===== config.mk =====
export PLATFORM = sky130hd
export DESIGN_NAME = lfsr_run_sched
export DESIGN_NICKNAME = d
export VERILOG_FILES = /design/src/rtl/lfsr_run_sched_pkg.sv /design/src/rtl/lfsr_run_sched_core.sv /design/src/rtl/lfsr_run_sched.sv
export SDC_FILE = /design/constraint.sdc
export NUM_CORES = 1
export LEC_CHECK = 0
export CORE_AREA = 2 2 52 49
export DETAILED_ROUTE_END_ITERATION = 7
export DIE_AREA = 0 0 54 51
export GPL_TIMING_DRIVEN = 0
export PLACE_DENSITY = 0.75
export SYNTH_ARGS = -nofsm -noshare
export SYNTH_HDL_FRONTEND = slang
export SYNTH_SLANG_ARGS = --single-unit

===== constraint.sdc =====
create_clock -name CLK -period 2.3 [get_ports CLK]
set_input_delay 0.46 -clock CLK [delete_from_list [all_inputs] [get_ports CLK]]
set_output_delay 0.46 -clock CLK [all_outputs]
set_load 0.02 [all_outputs]

===== src/rtl/lfsr_run_sched_pkg.sv =====
// Shared types and constants for the LFSR run scheduler and its datapath.
package lfsr_pkg;

   typedef enum logic [1:0] {
      IDLE  = 2'd0,
      RUN   = 2'd1,
      SHIFT = 2'd2,
      DONE  = 2'd3
   } state_e;

   localparam logic [3:0]  TAP_DEFAULT = 4'b0111;
   localparam int unsigned NUM_CLIENTS = 32'd2;
   localparam int unsigned MAX_WIDTH   = 32'd16;

   // Parity of a tapped register image, zero-extended to the widest legal LFSR.
   function automatic logic tap_parity(input logic [MAX_WIDTH-1:0] v);
      return ^v;
   endfunction

endpackage


===== src/rtl/lfsr_run_sched_core.sv =====
// Fibonacci LFSR register: load, feedback step or plain right shift.
module lfsr_core
   import lfsr_pkg::*;
#(
   parameter int unsigned      WIDTH    = 32'd4,
   parameter logic [WIDTH-1:0] TAP_MASK = WIDTH'(TAP_DEFAULT)
) (
   input  logic             CLK,
   input  logic             RST,
   input  logic             load,
   input  logic [WIDTH-1:0] load_val,
   input  logic             step,
   input  logic             shr,
   output logic [WIDTH-1:0] r
);

   logic [WIDTH-1:0] r_r;
   logic [WIDTH-1:0] r_nxt_s;
   logic             fb_s;

   // Next register value; load wins, feedback enters at the MSB.
   always_comb begin
      fb_s = tap_parity(MAX_WIDTH'(r_r & TAP_MASK));
      if (load) begin
         r_nxt_s = load_val;
      end else if (step) begin
         r_nxt_s = {fb_s, r_r[WIDTH-1:1]};
      end else if (shr) begin
         r_nxt_s = {1'b0, r_r[WIDTH-1:1]};
      end else begin
         r_nxt_s = r_r;
      end
   end

   // Register update with synchronous active-low reset.
   always_ff @(posedge CLK) begin
      if (!RST) begin
         r_r <= {WIDTH{1'b0}};
      end else begin
         r_r <= r_nxt_s;
      end
   end

   assign r = r_r;

endmodule


===== src/rtl/lfsr_run_sched.sv =====
// Two-client round-robin scheduler sharing one LFSR: seed load, run, LSB-first serialize.
module lfsr_run_sched
   import lfsr_pkg::*;
#(
   parameter int unsigned      WIDTH      = 32'd4,
   parameter int unsigned      RUN_CYCLES = 32'd8,
   parameter logic [WIDTH-1:0] TAP_MASK   = WIDTH'(TAP_DEFAULT)
) (
   input  logic                   CLK,
   input  logic                   RST,
   input  logic [NUM_CLIENTS-1:0] req,
   input  logic [WIDTH-1:0]       seed0,
   input  logic [WIDTH-1:0]       seed1,
   input  logic                   abort,
   output logic [NUM_CLIENTS-1:0] gnt,
   output logic                   busy,
   output logic                   out_valid,
   output logic                   out_bit,
   output logic                   out_id,
   output logic                   done
);

   localparam int unsigned STEP_W = (RUN_CYCLES > 32'd0) ? $clog2(RUN_CYCLES + 32'd1) : 32'd1;
   localparam int unsigned BIT_W  = $clog2(WIDTH + 32'd1);
   localparam logic [STEP_W-1:0] STEP_LAST = STEP_W'((RUN_CYCLES == 32'd0) ? 32'd0 : RUN_CYCLES - 32'd1);
   localparam logic [BIT_W-1:0]  BIT_LAST  = BIT_W'(WIDTH - 32'd1);
   localparam logic [WIDTH-1:0]  SEED_ONE  = {{(WIDTH-1){1'b0}}, 1'b1};
   localparam bit                NO_RUN    = (RUN_CYCLES == 32'd0);

   state_e                 state_r, state_nxt_s;
   logic [STEP_W-1:0]      step_cnt_r, step_cnt_nxt_s;
   logic [BIT_W-1:0]       bit_cnt_r, bit_cnt_nxt_s;
   logic                   ptr_r, ptr_nxt_s;
   logic                   winner_s;
   logic                   accept_s;
   logic [WIDTH-1:0]       seed_sel_s;
   logic [WIDTH-1:0]       load_val_s;
   logic [WIDTH-1:0]       r_s;
   logic                   load_s, step_s, shr_s;

   logic [NUM_CLIENTS-1:0] gnt_r, gnt_nxt_s;
   logic                   busy_r, busy_nxt_s;
   logic                   out_valid_r, out_valid_nxt_s;
   logic                   out_bit_r, out_bit_nxt_s;
   logic                   out_id_r, out_id_nxt_s;
   logic                   done_r, done_nxt_s;

   lfsr_core #(
      .WIDTH    (WIDTH),
      .TAP_MASK (TAP_MASK)
   ) u_core (
      .CLK      (CLK),
      .RST      (RST),
      .load     (load_s),
      .load_val (load_val_s),
      .step     (step_s),
      .shr      (shr_s),
      .r        (r_s)
   );

   // State register.
   always_ff @(posedge CLK) begin
      if (!RST) begin
         state_r <= IDLE;
      end else begin
         state_r <= state_nxt_s;
      end
   end

   // Next-state, arbitration and counter/pointer updates.
   always_comb begin
      state_nxt_s    = state_r;
      step_cnt_nxt_s = step_cnt_r;
      bit_cnt_nxt_s  = bit_cnt_r;
      ptr_nxt_s      = ptr_r;
      accept_s       = 1'b0;
      case (req)
         2'b01:   winner_s = 1'b0;
         2'b10:   winner_s = 1'b1;
         default: winner_s = ptr_r;
      endcase
      case (state_r)
         IDLE: begin
            if ((req != 2'b00) && !abort) begin
               accept_s       = 1'b1;
               ptr_nxt_s      = ~winner_s;
               step_cnt_nxt_s = {STEP_W{1'b0}};
               bit_cnt_nxt_s  = {BIT_W{1'b0}};
               state_nxt_s    = NO_RUN ? SHIFT : RUN;
            end else begin
               state_nxt_s = IDLE;
            end
         end
         RUN: begin
            if (abort) begin
               state_nxt_s = IDLE;
            end else if (step_cnt_r == STEP_LAST) begin
               state_nxt_s   = SHIFT;
               bit_cnt_nxt_s = {BIT_W{1'b0}};
            end else begin
               step_cnt_nxt_s = step_cnt_r + 1'b1;
            end
         end
         SHIFT: begin
            if (abort) begin
               state_nxt_s = IDLE;
            end else if (bit_cnt_r == BIT_LAST) begin
               state_nxt_s = DONE;
            end else begin
               bit_cnt_nxt_s = bit_cnt_r + 1'b1;
            end
         end
         DONE:    state_nxt_s = IDLE;
         default: state_nxt_s = IDLE;
      endcase
   end

   // Datapath control and next values of the registered outputs.
   always_comb begin
      seed_sel_s = winner_s ? seed1 : seed0;
      load_val_s = (seed_sel_s == {WIDTH{1'b0}}) ? SEED_ONE : seed_sel_s;
      load_s     = accept_s;
      step_s     = (state_r == RUN) && !abort;
      shr_s      = (state_r == SHIFT) && !abort;

      gnt_nxt_s       = accept_s ? (winner_s ? 2'b10 : 2'b01) : 2'b00;
      busy_nxt_s      = (state_nxt_s != IDLE);
      out_valid_nxt_s = (state_nxt_s == SHIFT);
      out_id_nxt_s    = accept_s ? winner_s : out_id_r;
      done_nxt_s      = (state_nxt_s == DONE);
      // Both a feedback step and a plain shift move R[1] into the LSB.
      if (!out_valid_nxt_s) begin
         out_bit_nxt_s = 1'b0;
      end else if (accept_s) begin
         out_bit_nxt_s = load_val_s[0];
      end else begin
         out_bit_nxt_s = 1'(r_s >> 1);
      end
   end

   // Counters, priority pointer and output registers.
   always_ff @(posedge CLK) begin
      if (!RST) begin
         step_cnt_r  <= {STEP_W{1'b0}};
         bit_cnt_r   <= {BIT_W{1'b0}};
         ptr_r       <= 1'b0;
         gnt_r       <= 2'b00;
         busy_r      <= 1'b0;
         out_valid_r <= 1'b0;
         out_bit_r   <= 1'b0;
         out_id_r    <= 1'b0;
         done_r      <= 1'b0;
      end else begin
         step_cnt_r  <= step_cnt_nxt_s;
         bit_cnt_r   <= bit_cnt_nxt_s;
         ptr_r       <= ptr_nxt_s;
         gnt_r       <= gnt_nxt_s;
         busy_r      <= busy_nxt_s;
         out_valid_r <= out_valid_nxt_s;
         out_bit_r   <= out_bit_nxt_s;
         out_id_r    <= out_id_nxt_s;
         done_r      <= done_nxt_s;
      end
   end

   assign gnt       = gnt_r;
   assign busy      = busy_r;
   assign out_valid = out_valid_r;
   assign out_bit   = out_bit_r;
   assign out_id    = out_id_r;
   assign done      = done_r;

endmodule


==> metrics.txt <==
Worst Tran Pin Value=~0.55 ns; GRT Residual Overflow=0; Max-slew headroom=0.627; Hold Crit Class=flip-flop to flip-flop; Initial Util=0.467; WS Path Type=primary input to flip-flop; PnR Total Power=0.700 mW; hold_sp=ptr_r$_SDFFE_PN0P_; clk slew on worst S/H paths=roughly 0.12 ns; post-detail-place hpwl=1.61 mm; r2r setup slk=0.57 ns; IO Count=20; worst skew pair latency=0.31 ns; ys async rst share=0; power density cells=~530 mW/mm2; clock power share=0.260; 1st-pass router iterations=4; RSZ-0062 raised after global routing=false; Ant. Diodes=0; EDFF count, synth=0; Tot GR Track Use=0.187; cts bufs inserted=3; Cell Area, Synth=0.00107 mm2; Synthesized Nets=approximately 140; WL final=between 2 and 2.5 mm; Seq cells post-synth=21; Static Leak=0.514 nW; largest net degree at the start of global routing=13; global-route wire length before repair=3.73 mm; core area=0.00230 mm2; Max Fclk=0.472 GHz; Seq pwr share=0.552; die area=between 0.002 and 0.003 mm2; final hold violation count=0; Yosys top cell area share=0.392; post-synth cell types=35; crit path from=req[1]; hold_buf cts=0; Syn-to-layout area delta=23.1%; clock buffer depth=2; initial antenna violation count=0; Post-CTS Repair Setup Buffers=0; vias in the first global route=900; Critical Path Source Type=primary input; die span in x=54 um; final-stage net count=160; Seq/Total Area, Yosys=0.392; outcome=finished clean; DP Area=~0.0013 mm2; fin area=about 0.0013 mm2; clock sink count=21; Row Count=17; Period minus WS final=about 2.1 ns; Syn. warnings=0; final setup TNS=0 ns; reg-to-reg critical path startpoint=step_cnt_r[0]$_SDFFE_PN0P_; Internal=0.507 mW; Worst Reg-to-Reg Cells=5; Synth Flop Type=dfxtp_1; most frequent cells after synthesis=dfxtp_1, a21oi_1, nand2_1; layout cells sized above 1=0.0851; Area contributors post-synth=dfxtp_1, ha_1, a21oi_1; die height=about 51 um; hold path depth=2; Syn Inst Count=119; # port buffers=18; Setup-failing EPs final=0; Post-Syn Area per Cell=9.02 um2; DR vias/cell=5.38; logic gate share of total power=0.188; drt initial violations=10; Net Sw Frac=0.275; count leader, synth=dfxtp_1; Slew Limit Fails=0; drt wl/cell=12.9 um; CTS tree=built; H-tree level count=1; crit path max fanout=9; Max IR drop VDD=515 uV; Core Util, Final=0.575; crit share post-route=0.922; CP endpoint kind=flip-flop; Required @ worst endpoint=2.54 ns; Clock Skew=0.00509 ns; antenna-violating nets left=0; clk root buf=clkbuf_4; global placement routability congestion=about 0.87; net switching power=around 0.19 mW; placed insts=165; worst path arrival time=2.36 ns; largest area contributor in the netlist=dfxtp_1; DRC=0; max-cap viol count=0; via count=909; Post-Layout Cell Count=169
## final cells by class
cell class,instances,area (um2)
Fill cell,231,976
Clock inverter,1,5.00
Buffer,3,20.0
Clock buffer,3,22.5
Sequential cell,21,420
Timing Repair Buffer,18,180
Tap cell,28,35.0
Multi-Input combinational cell,85,601
Inverter,10,37.5
## cells in the final DEF (no fill, tap or decap), drive strengths merged, types with 4 or more instances in the layout
cell,count
clkdlybuf4s50,18
nor3,6
inv,9
nor2,7
dfxtp,21
clkbuf,4
a21oi,12
o21ai,4
mux2i,6
ha,5
nand2,10
## worst paths after layout
path / end
setup / recovery: u_core.r[2]$_SDFFE_PN0P_
hold / removal: ptr_r$_SDFFE_PN0P_
setup reg to reg: step_cnt_r[1]$_SDFFE_PN0P_
hold reg to reg: ptr_r$_SDFFE_PN0P_
## repair_timing
item / CTS / global route
endpoints found under the setup margin: 0 / 1
endpoints found under the hold margin: 0 / 0
gates resized for setup: 0 / 1
## critical path, stage by stage
cell	delay [ns]
clkdlybuf4s50_1	0.47
inv_1	0.05
ha_1	0.29
mux2i_2	0.51
mux2i_1	0.16
a211o_1	0.31
a21oi_1	0.12
## flip-flops by register name, indices dropped and copies added (netlist names)
name	flops
gnt	2
out_valid	1
state_r	2
u_core.r	4
ptr_r	1
busy	1
out_bit	1
step_cnt_r	4
out_id	1
bit_cnt_r	3
done	1
## stage by stage
| stage | hold WS [ns] | worst slack (ns) |
|---|---|---|
| after detailed placement | 0.473 | -0.145 |
| after global placement | 0.448 | -0.120 |
| after CTS | 0.490 | 0.181 |
| final | 0.487 | 0.180 |
| after global routing | 0.527 | 0.0460 |
| after floorplan | 0.438 | 0.460 |
## power by group through the flow
stage,clock network [mW],registers [mW],logic [mW]
after floorplan,0,0.398,0.0796
after global placement,0,0.394,0.127
after detailed placement,0,0.394,0.130
after CTS,0.187,0.386,0.131
after global routing,0.199,0.388,0.143
final,0.182,0.386,0.132
## routing by layer
metal	up-vias	share of wire	GRT usage	wire length, um
li1	466	-	-	-
met1	418	0.47	0.238	1030
met2	20	0.48	0.295	1040
met3	5	0.032	0.0263	70
met4	0	0.022	0.117	47
met5	-	0	0	0
## logic make-up (layout without fill, tap and decap cells)
| group | after synthesis | count (layout) | share of synthesized area |
|---|---|---|---|
| AO/OA/AOI/OAI | 29 | 29 | 0.189 |
| XOR/XNOR | 3 | 3 | 0.0245 |
| adder cells (fa/ha/maj) | 5 | 5 | 0.0583 |
| buffers and inverters | 13 | 35 | 0.0536 |
| flip-flops | 21 | 21 | 0.392 |
| multiplexers | 6 | 6 | 0.0594 |
| AND/OR/NAND/NOR | 42 | 42 | 0.224 |
No activity file was read; power rests on OpenSTA's default activity.
